==> src/rtl/apu_pkg.sv <==
// Shared APU constants: frame-sequencer timing, mode encodings and $4017 bit layout.
// Pure definitions, no logic; imported by the sequencer and the channel blocks.
package apu_pkg;

  localparam int STEP_DIV_NTSC = 7457;

  typedef enum logic {
    SEQ_MODE_4STEP = 1'b0,
    SEQ_MODE_5STEP = 1'b1
  } seq_mode_t;

  localparam int SEQ_STEPS_4 = 4;
  localparam int SEQ_STEPS_5 = 5;

  localparam int REG4017_MODE_BIT    = 7;
  localparam int REG4017_INHIBIT_BIT = 6;

  // Returns {quarter, half} strobe request for a given mode and step.
  function automatic logic [1:0] step_action(input seq_mode_t mode, input logic [2:0] idx);
    logic [1:0] act;
    act = 2'b00;
    case (idx)
      3'd0: act = 2'b10;
      3'd1: act = 2'b11;
      3'd2: act = 2'b10;
      3'd3: act = (mode == SEQ_MODE_4STEP) ? 2'b11 : 2'b00;
      3'd4: act = (mode == SEQ_MODE_5STEP) ? 2'b11 : 2'b00;
      default: act = 2'b00;
    endcase
    return act;
  endfunction

endpackage

==> src/rtl/apu_frame_sequencer_toggle_sync.sv <==
// Two-flop synchroniser for a toggle change flag plus edge detect -> one-cycle pulse.
// Pulse is high in the cycle after the second sync flop captures the new level; no backpressure.
module toggle_sync (
  input  logic clk,
  input  logic rst,
  input  logic tog,
  output logic pulse
);

  logic sync1;
  logic sync2;
  logic prev;

  always_ff @(posedge clk or posedge rst) begin
    if (rst) begin
      sync1 <= 1'b0;
      sync2 <= 1'b0;
      prev  <= 1'b0;
    end else begin
      sync1 <= tog;
      sync2 <= sync1;
      prev  <= sync2;
    end
  end

  assign pulse = sync2 ^ prev;

endmodule

==> src/rtl/apu_frame_sequencer.sv <==
// APU frame sequencer: quarter/half-frame strobes and frame IRQ, configured through $4017.
// Register write takes effect 3 edges after the toggle; strobes registered; no backpressure.
module apu_frame_sequencer
  import apu_pkg::*;
#(
  parameter int STEP_DIV = STEP_DIV_NTSC
) (
  input  logic       clk,
  input  logic       rst,
  input  logic [7:0] reg_4017,
  input  logic       reg_4017_change,
  input  logic       irq_ack,
  output logic       enable_240hz,
  output logic       enable_120hz,
  output logic       frame_irq,
  output logic [2:0] step_index
);

  localparam logic [15:0] PRESCALE_LAST = 16'(STEP_DIV - 1);
  localparam logic [2:0]  LAST_STEP_4   = 3'(SEQ_STEPS_4 - 1);
  localparam logic [2:0]  LAST_STEP_5   = 3'(SEQ_STEPS_5 - 1);

  logic        write_evt;
  seq_mode_t   mode;
  logic        inhibit;
  logic [15:0] prescaler;
  logic        irq_pend;

  seq_mode_t   wr_mode;
  logic        wr_inhibit;
  logic        expiry;
  logic [1:0]  act;
  logic [2:0]  last_step;
  logic        unused_bits;

  toggle_sync u_toggle_sync (
    .clk   (clk),
    .rst   (rst),
    .tog   (reg_4017_change),
    .pulse (write_evt)
  );

  assign wr_mode     = seq_mode_t'(reg_4017[REG4017_MODE_BIT]);
  assign wr_inhibit  = reg_4017[REG4017_INHIBIT_BIT];
  assign unused_bits = ^reg_4017[5:0];
  assign expiry      = (prescaler == PRESCALE_LAST);
  assign act         = step_action(mode, step_index);
  assign last_step   = (mode == SEQ_MODE_5STEP) ? LAST_STEP_5 : LAST_STEP_4;

  always_ff @(posedge clk or posedge rst) begin
    if (rst) begin
      mode         <= SEQ_MODE_4STEP;
      inhibit      <= 1'b0;
      prescaler    <= 16'd0;
      step_index   <= 3'd0;
      enable_240hz <= 1'b0;
      enable_120hz <= 1'b0;
      irq_pend     <= 1'b0;
      frame_irq    <= 1'b0;
    end else begin
      enable_240hz <= 1'b0;
      enable_120hz <= 1'b0;
      irq_pend     <= 1'b0;

      // A register write wins over a step expiring in the same cycle.
      if (write_evt) begin
        mode       <= wr_mode;
        inhibit    <= wr_inhibit;
        prescaler  <= 16'd0;
        step_index <= 3'd0;
        if (wr_mode == SEQ_MODE_5STEP) begin
          enable_240hz <= 1'b1;
          enable_120hz <= 1'b1;
        end
      end else if (expiry) begin
        prescaler    <= 16'd0;
        enable_240hz <= act[1];
        enable_120hz <= act[0];
        step_index   <= (step_index == last_step) ? 3'd0 : step_index + 3'd1;
        irq_pend     <= (mode == SEQ_MODE_4STEP) && (step_index == LAST_STEP_4) && !inhibit;
      end else begin
        prescaler <= prescaler + 16'd1;
      end

      // IRQ rises the cycle after the step-3 strobe; a set beats a coincident ack.
      if (write_evt && wr_inhibit) begin
        frame_irq <= 1'b0;
      end else if (irq_pend) begin
        frame_irq <= 1'b1;
      end else if (irq_ack) begin
        frame_irq <= 1'b0;
      end
    end
  end

endmodule
==> config.mk <==
export PLATFORM = sky130hd
export DESIGN_NAME = apu_frame_sequencer
export DESIGN_NICKNAME = d
export VERILOG_FILES = /design/src/rtl/apu_pkg.sv /design/src/rtl/apu_frame_sequencer_toggle_sync.sv /design/src/rtl/apu_frame_sequencer.sv
export SDC_FILE = /design/constraint.sdc
export NUM_CORES = 1
export LEC_CHECK = 0
export BUFFER_PORTS_ARGS = -buffer_cell sky130_fd_sc_hd__buf_2
export CORE_MARGIN = 3
export CORE_UTILIZATION = 40
export DETAILED_ROUTE_END_ITERATION = 16
export GPL_ROUTABILITY_DRIVEN = 0
export GPL_TIMING_DRIVEN = 0
export HOLD_SLACK_MARGIN = 0.05
export SYNTH_ARGS = -nofsm -noshare
export SYNTH_HDL_FRONTEND = slang
export SYNTH_SLANG_ARGS = --single-unit
==> constraint.sdc <==
create_clock -name clk -period 3.3 [get_ports clk]
set_input_delay 0 -clock clk [delete_from_list [all_inputs] [get_ports clk]]
set_output_delay 0 -clock clk [all_outputs]
set_load 0.005 [all_outputs]
-- Word level (Yosys, flattened, before mapping)
Cells that the tools add are included.
W data, S select, Z words.
- bitwise logic cells: 2
- multipliers: 0
- shifts and indexed selects: 0
- div/mod/pow operators: 0
- multiplexer cells: 19
- magnitude comparators: 0
- eq/ne operators: 6
- reductions and logical operators: 8
- $add $sub $neg: 2
- operator list (cell ; count):
    $mux W16 ; 2
    $add A16 B1 Y16 const B ; 1
    $eq A16 B13 Y1 const B ; 1
    $mux W3 ; 4
    $mux W1 ; 10
    $pmux W2 S4 ; 1
    $eq A3 B2 Y1 const B ; 2
    $mux W2 ; 2
    $add A3 B1 Y3 const B ; 1
    $eq A3 B1 Y1 const B ; 1
    $eq A3 B3 Y1 ; 1
    $eq A3 B3 Y1 const B ; 1
    $logic_and A1 B1 Y1 ; 3
    $logic_not A3 Y1 ; 1
    $reduce_bool A3 Y1 ; 1
    $reduce_bool A2 Y1 ; 1
    $reduce_or A2 Y1 ; 1
    $logic_not A1 Y1 ; 1
    $not A1 Y1 ; 1
    $xor A1 B1 Y1 ; 1
- memories kept: 0
- input port bits: 12
- bits in latches: 0
- register bits after elaboration: 28
- memory bits (writable): 0
- bits in read-only memories: 0
- logic and storage cells: 48

-- Logic depth before layout (Yosys ltp)
- word-level depth: 5
- gate-level depth with buffers: 7

-- Hierarchy
A second synthesis with hierarchy kept.
- cell total of the unflattened synthesis: 136
- area, all modules: 1405.1 um^2
- by module, submodules not included (module ; times used ; area each (um^2) ; cells an instance):
    apu_frame_sequencer ; 1 ; 1317.5 ; 131
    toggle_sync ; 1 ; 87.6 ; 5

-- Least setup slack after synthesis
OpenSTA, ideal clock, no wires.
- path type: reg-to-reg
- from: register prescaler[0]
- to: register prescaler[10]
- clock period less this slack: 1.503 ns
- setup slack: 1.797 ns
- path buffers: 1
- cell stages (with the launch flop): 8
- setup time: 0.121 ns
- data arrival time: 1.382 ns
- cells stage by stage: dfrtp_1 inv_1 ha_1 nor3b_1 nand4_2 nand2_2 buf_2 nor2_1
- word-level cells in the longest chain between the ends: 3
- elaborated cells on any way between the ends: 4
- classes of those cells: add/sub (1); eq/ne (1); mux (2)
- RTL lines (what ; line ; source):
    from (decl) ; apu_frame_sequencer.sv:26 ; logic [15:0] prescaler;
    from (signal assigned) ; apu_frame_sequencer.sv:82 ; prescaler <= prescaler + 16'd1;
    $add A16 B1 Y16 / $eq A16 B13 Y1 (equally long branches) ; apu_frame_sequencer.sv:82, apu_frame_sequencer.sv:46 ;
    $mux W16 * ; apu_frame_sequencer.sv:75 ; end else if (expiry) begin
    $mux W16 * ; apu_frame_sequencer.sv:66 ; if (write_evt) begin
Every way passes the cells marked *; elsewhere a longest branch is shown, timed or not.
A chain may end at the register's enable or synchronous reset.

-- Final worst setup path
- from: register prescaler[0]
- to: register prescaler[12]
The elaborated chain is that of the path after synthesis.

==> results.sh <==
export IMPL_outcome="finished clean"
export IMPL_rsz0062_at_grt="no"
export IMPL_ff2ff_path_depth=7
export IMPL_dr_total_vias=1035
export IMPL_htree_levels=1
export IMPL_cts_root_to_sink_buffers=2
export IMPL_worstSetupEndpoint="prescaler[12]$_DFF_PP0_"
export IMPL_post_synth_instance_area_um2=1440
export IMPL_clock_tree_from_tritoncts="built"
export IMPL_grt_overflow_total=0
export IMPL_crit_chain="inv_1, ha_1, nor3b_1, nand4_2, nand2_2, buf_2, nor2_1"
export IMPL_slew_viol_final=0
export IMPL_cellInternalPower_mw=0.445
export IMPL_timing_clock_skew_ns=0.00112
export IMPL_cts_root_buf="clkbuf_4"
export IMPL_start_util_pct=42.4
export IMPL_power_ir_vdd_worst_mv=0.158
export IMPL_power_frac_clock_pct=28.1
export IMPL_track_usage_pct=13.3
export IMPL_sequential_group_share_of_total_power_pct=63.0
export IMPL_worst_hold_startpoint="reg_4017_change"
export IMPL_regToRegSetupSlack_ns=1.53
export IMPL_setup_violations=0
export IMPL_ys_dominant_reg_cell="dfrtp_1"
export IMPL_final_core_util_pct=48.2
export IMPL_route_detailed_drc=0
export IMPL_grt_first_pass_wirelength_um=4590
export IMPL_sw_share_pct=24.9
export IMPL_antenna_cells=0
export IMPL_mostFrequentLayoutCells="dfrtp_1, nor2_1, buf_2, nand2_1"
export IMPL_worst_slew_pin_transition_ns=1.04
export IMPL_die_height_um=65.9
export IMPL_hold_class="in2reg"
export IMPL_timing_critical_path_fanout_max=10
export IMPL_p_switching_mw=0.147
export IMPL_fp_dieArea_um2=4350
export IMPL_layout_area_overhead_vs_synth_pct=13.9
export IMPL_achievable_frequency_ghz=0.565
export IMPL_period_needed_ns=1.77
export IMPL_avg_inst_size_synth_um2=10.3
export IMPL_detail_route_wl_per_cell_um=12.2
export IMPL_yosys_register_bits=28
export IMPL_largest_net_degree_at_the_start_of_global_routing=29
export IMPL_port_buffers=11
export IMPL_final_net_count=180
export IMPL_synth_enable_flop_cells=0
export IMPL_crit_path_end_kind="register"
export IMPL_final_antenna_net_count=0
export IMPL_clk_pin_slew_worst_paths_ns=0.15
export IMPL_slew_limit_headroom_pct=30.7
export IMPL_pwr_density_cell_nw_per_um2=362
export IMPL_drt_pass1_iterations=4
export IMPL_critPathSlowestCell="dfrtp_1"
export IMPL_timing_rr_end="prescaler[12]$_DFF_PP0_"
export IMPL_post_synth_inst_count=140
export IMPL_critPathLaunchType="register"
export IMPL_cpPeakStageDelay_ns=0.48
export IMPL_worstSkewPairLatency_ns=0.32
export IMPL_finalWirelength_um=2520
export IMPL_async_reset_ff_share_pct=100
export IMPL_critical_path_top_delay_family="simple AND/OR/NAND/NOR gates"
export IMPL_synth_cell_types=30
export IMPL_ys_warnings_count=0
export IMPL_n_fill_cell=321
export IMPL_dr_first_iter_drc_count=43
export IMPL_die_w_um=65.9
export IMPL_avgViaCountPerCell=5.02
export IMPL_static_leakage_power_nw=0.744
export IMPL_post_route_period_util_pct=53.7
export IMPL_critical_path_required_ns=3.53
export IMPL_max_cap_violations=0
export IMPL_numCtsBuffers=3
export IMPL_final_common_cell="dfrtp_1"
export IMPL_pin_count=18
export IMPL_crit_type="reg2reg"
export IMPL_startpoint="prescaler[0]$_DFF_PP0_"
export IMPL_power_frac_comb_pct=8.9
export IMPL_worst_ep_arrival_time_ns=2.00
export IMPL_finalInstanceArea_um2=1640
export IMPL_critPathBufInv=2
export IMPL_grt_pass1_vias=1086
export IMPL_placed_area_um2=1550
export IMPL_antenna_violations_before_repair=0
export IMPL_synth_sequential_area_ratio_pct=48.8
export IMPL_synth_net_count=159
export IMPL_numClockSinks=28
export IMPL_placeableCoreArea_um2=3390
export IMPL_r2r_start="prescaler[0]$_DFF_PP0_"
export IMPL_placementRows=21
export IMPL_setup_tns_final_ns=0
export IMPL_layout_drive_gt1_share_pct=17.5
export IMPL_detailedPlacementHpwl_um=1840
export IMPL_timing_hold_violations_final=0
export IMPL_cp_depth=7
==> worst reg2reg max path: cells and delay by family (launching register included) <==
family,cells,cell delay [ns]
and+or+nand+nor,4,0.70
DFF,1,0.48
buffers and inverters,2,0.37
adders and majority gates,1,0.14
==> through the flow <==
step | power, mW | hold slack [ns] | instances | worst slack, ns
2_1_floorplan | 0.411 | 0.0314 | 140 | 1.80
3_3_place_gp | 0.428 | 0.109 | 197 | 1.56
3_5_place_dp | 0.431 | 0.111 | 197 | 1.53
4_1_cts | 0.601 | 0.292 | 206 | 1.51
5_1_grt | 0.621 | 0.314 | 206 | 1.40
6_report | 0.592 | 0.307 | 206 | 1.53
==> cell type report <==
class | instances | area [um^2] | share of cell area (%)
Tap cell | 46 | 57.6 | 3.52
Buffer | 4 | 35.0 | 2.14
Sequential cell | 28 | 701 | 42.8
Timing Repair Buffer | 16 | 105 | 6.43
Multi-Input combinational cell | 100 | 671 | 41.0
Inverter | 8 | 30.0 | 1.84
Clock buffer | 4 | 36.3 | 2.22
==> worst min-delay path by stage <==
stage	cells past startpoint	slack, ns	endpoint
2_1_floorplan	0	0.03	u_toggle_sync.sync1$_DFF_PP0_
3_3_place_gp	1	0.11	u_toggle_sync.sync1$_DFF_PP0_
3_5_place_dp	1	0.11	u_toggle_sync.sync1$_DFF_PP0_
4_1_cts	2	0.29	u_toggle_sync.sync1$_DFF_PP0_
5_1_grt	2	0.31	u_toggle_sync.sync1$_DFF_PP0_
6_report	2	0.31	u_toggle_sync.sync1$_DFF_PP0_
==> layer usage <==
layer	routed length [um]	GRT usage, %	vias up
met5	0	0	-
li1	-	-	518
met4	15	4.66	0
met3	91	2.04	2
met1	1220	18.2	499
met2	1190	21.3	16
==> sequential cells by signal (all words and copies together) (netlist names) <==
name	flops
enable_240hz	1
prescaler	16
step_index	3
u_toggle_sync.prev	1
frame_irq	1
enable_120hz	1
u_toggle_sync.sync2	1
inhibit	1
irq_pend	1
u_toggle_sync.sync1	1
mode	1
==> cell families (layout without fill, tap and decap cells) <==
logic type                 count (synthesis)  in the layout  share of synthesized area [%]
AOI/OAI and AO/OA                         13             13                           6.88
buffers and inverters                     12             32                           4.53
xor gates and xnor gates                  15             15                           9.15
and+or+nand+nor                           65             65                           24.6
DFF                                       28             28                           48.8
adders and majority gates                  7              7                           6.10
==> what timing repair did <==
item                                   4_1_cts  5_1_grt
gates resized for setup                      0        0
endpoints found under the hold margin       34        0
setup buffers                                0        0
hold buffers                                 5        0
==> synthesized netlist by cell type (all sizes together) (4+ instances only) <==
cell | n | area [um^2]
dfrtp | 28 | 701
nor2 | 18 | 67.6
nand2 | 13 | 51.3
nand3 | 9 | 45.0
xor2 | 9 | 78.8
inv | 8 | 30.0
ha | 7 | 87.6
nand4 | 7 | 50.1
xnor2 | 6 | 52.6
o21ai | 5 | 32.5
buf | 4 | 35.0
nor3 | 4 | 25.0
==> power groups by stage <==
stage / registers, mW / clock network (mW) / logic [mW]
global placement: 0.379 / 0 / 0.0486
CTS: 0.374 / 0.173 / 0.0542
finish: 0.373 / 0.166 / 0.0526
floorplan: 0.375 / 0 / 0.0358
detailed placement: 0.380 / 0 / 0.0508
global route: 0.376 / 0.183 / 0.0621
No activity file was read; power rests on OpenSTA's default activity.
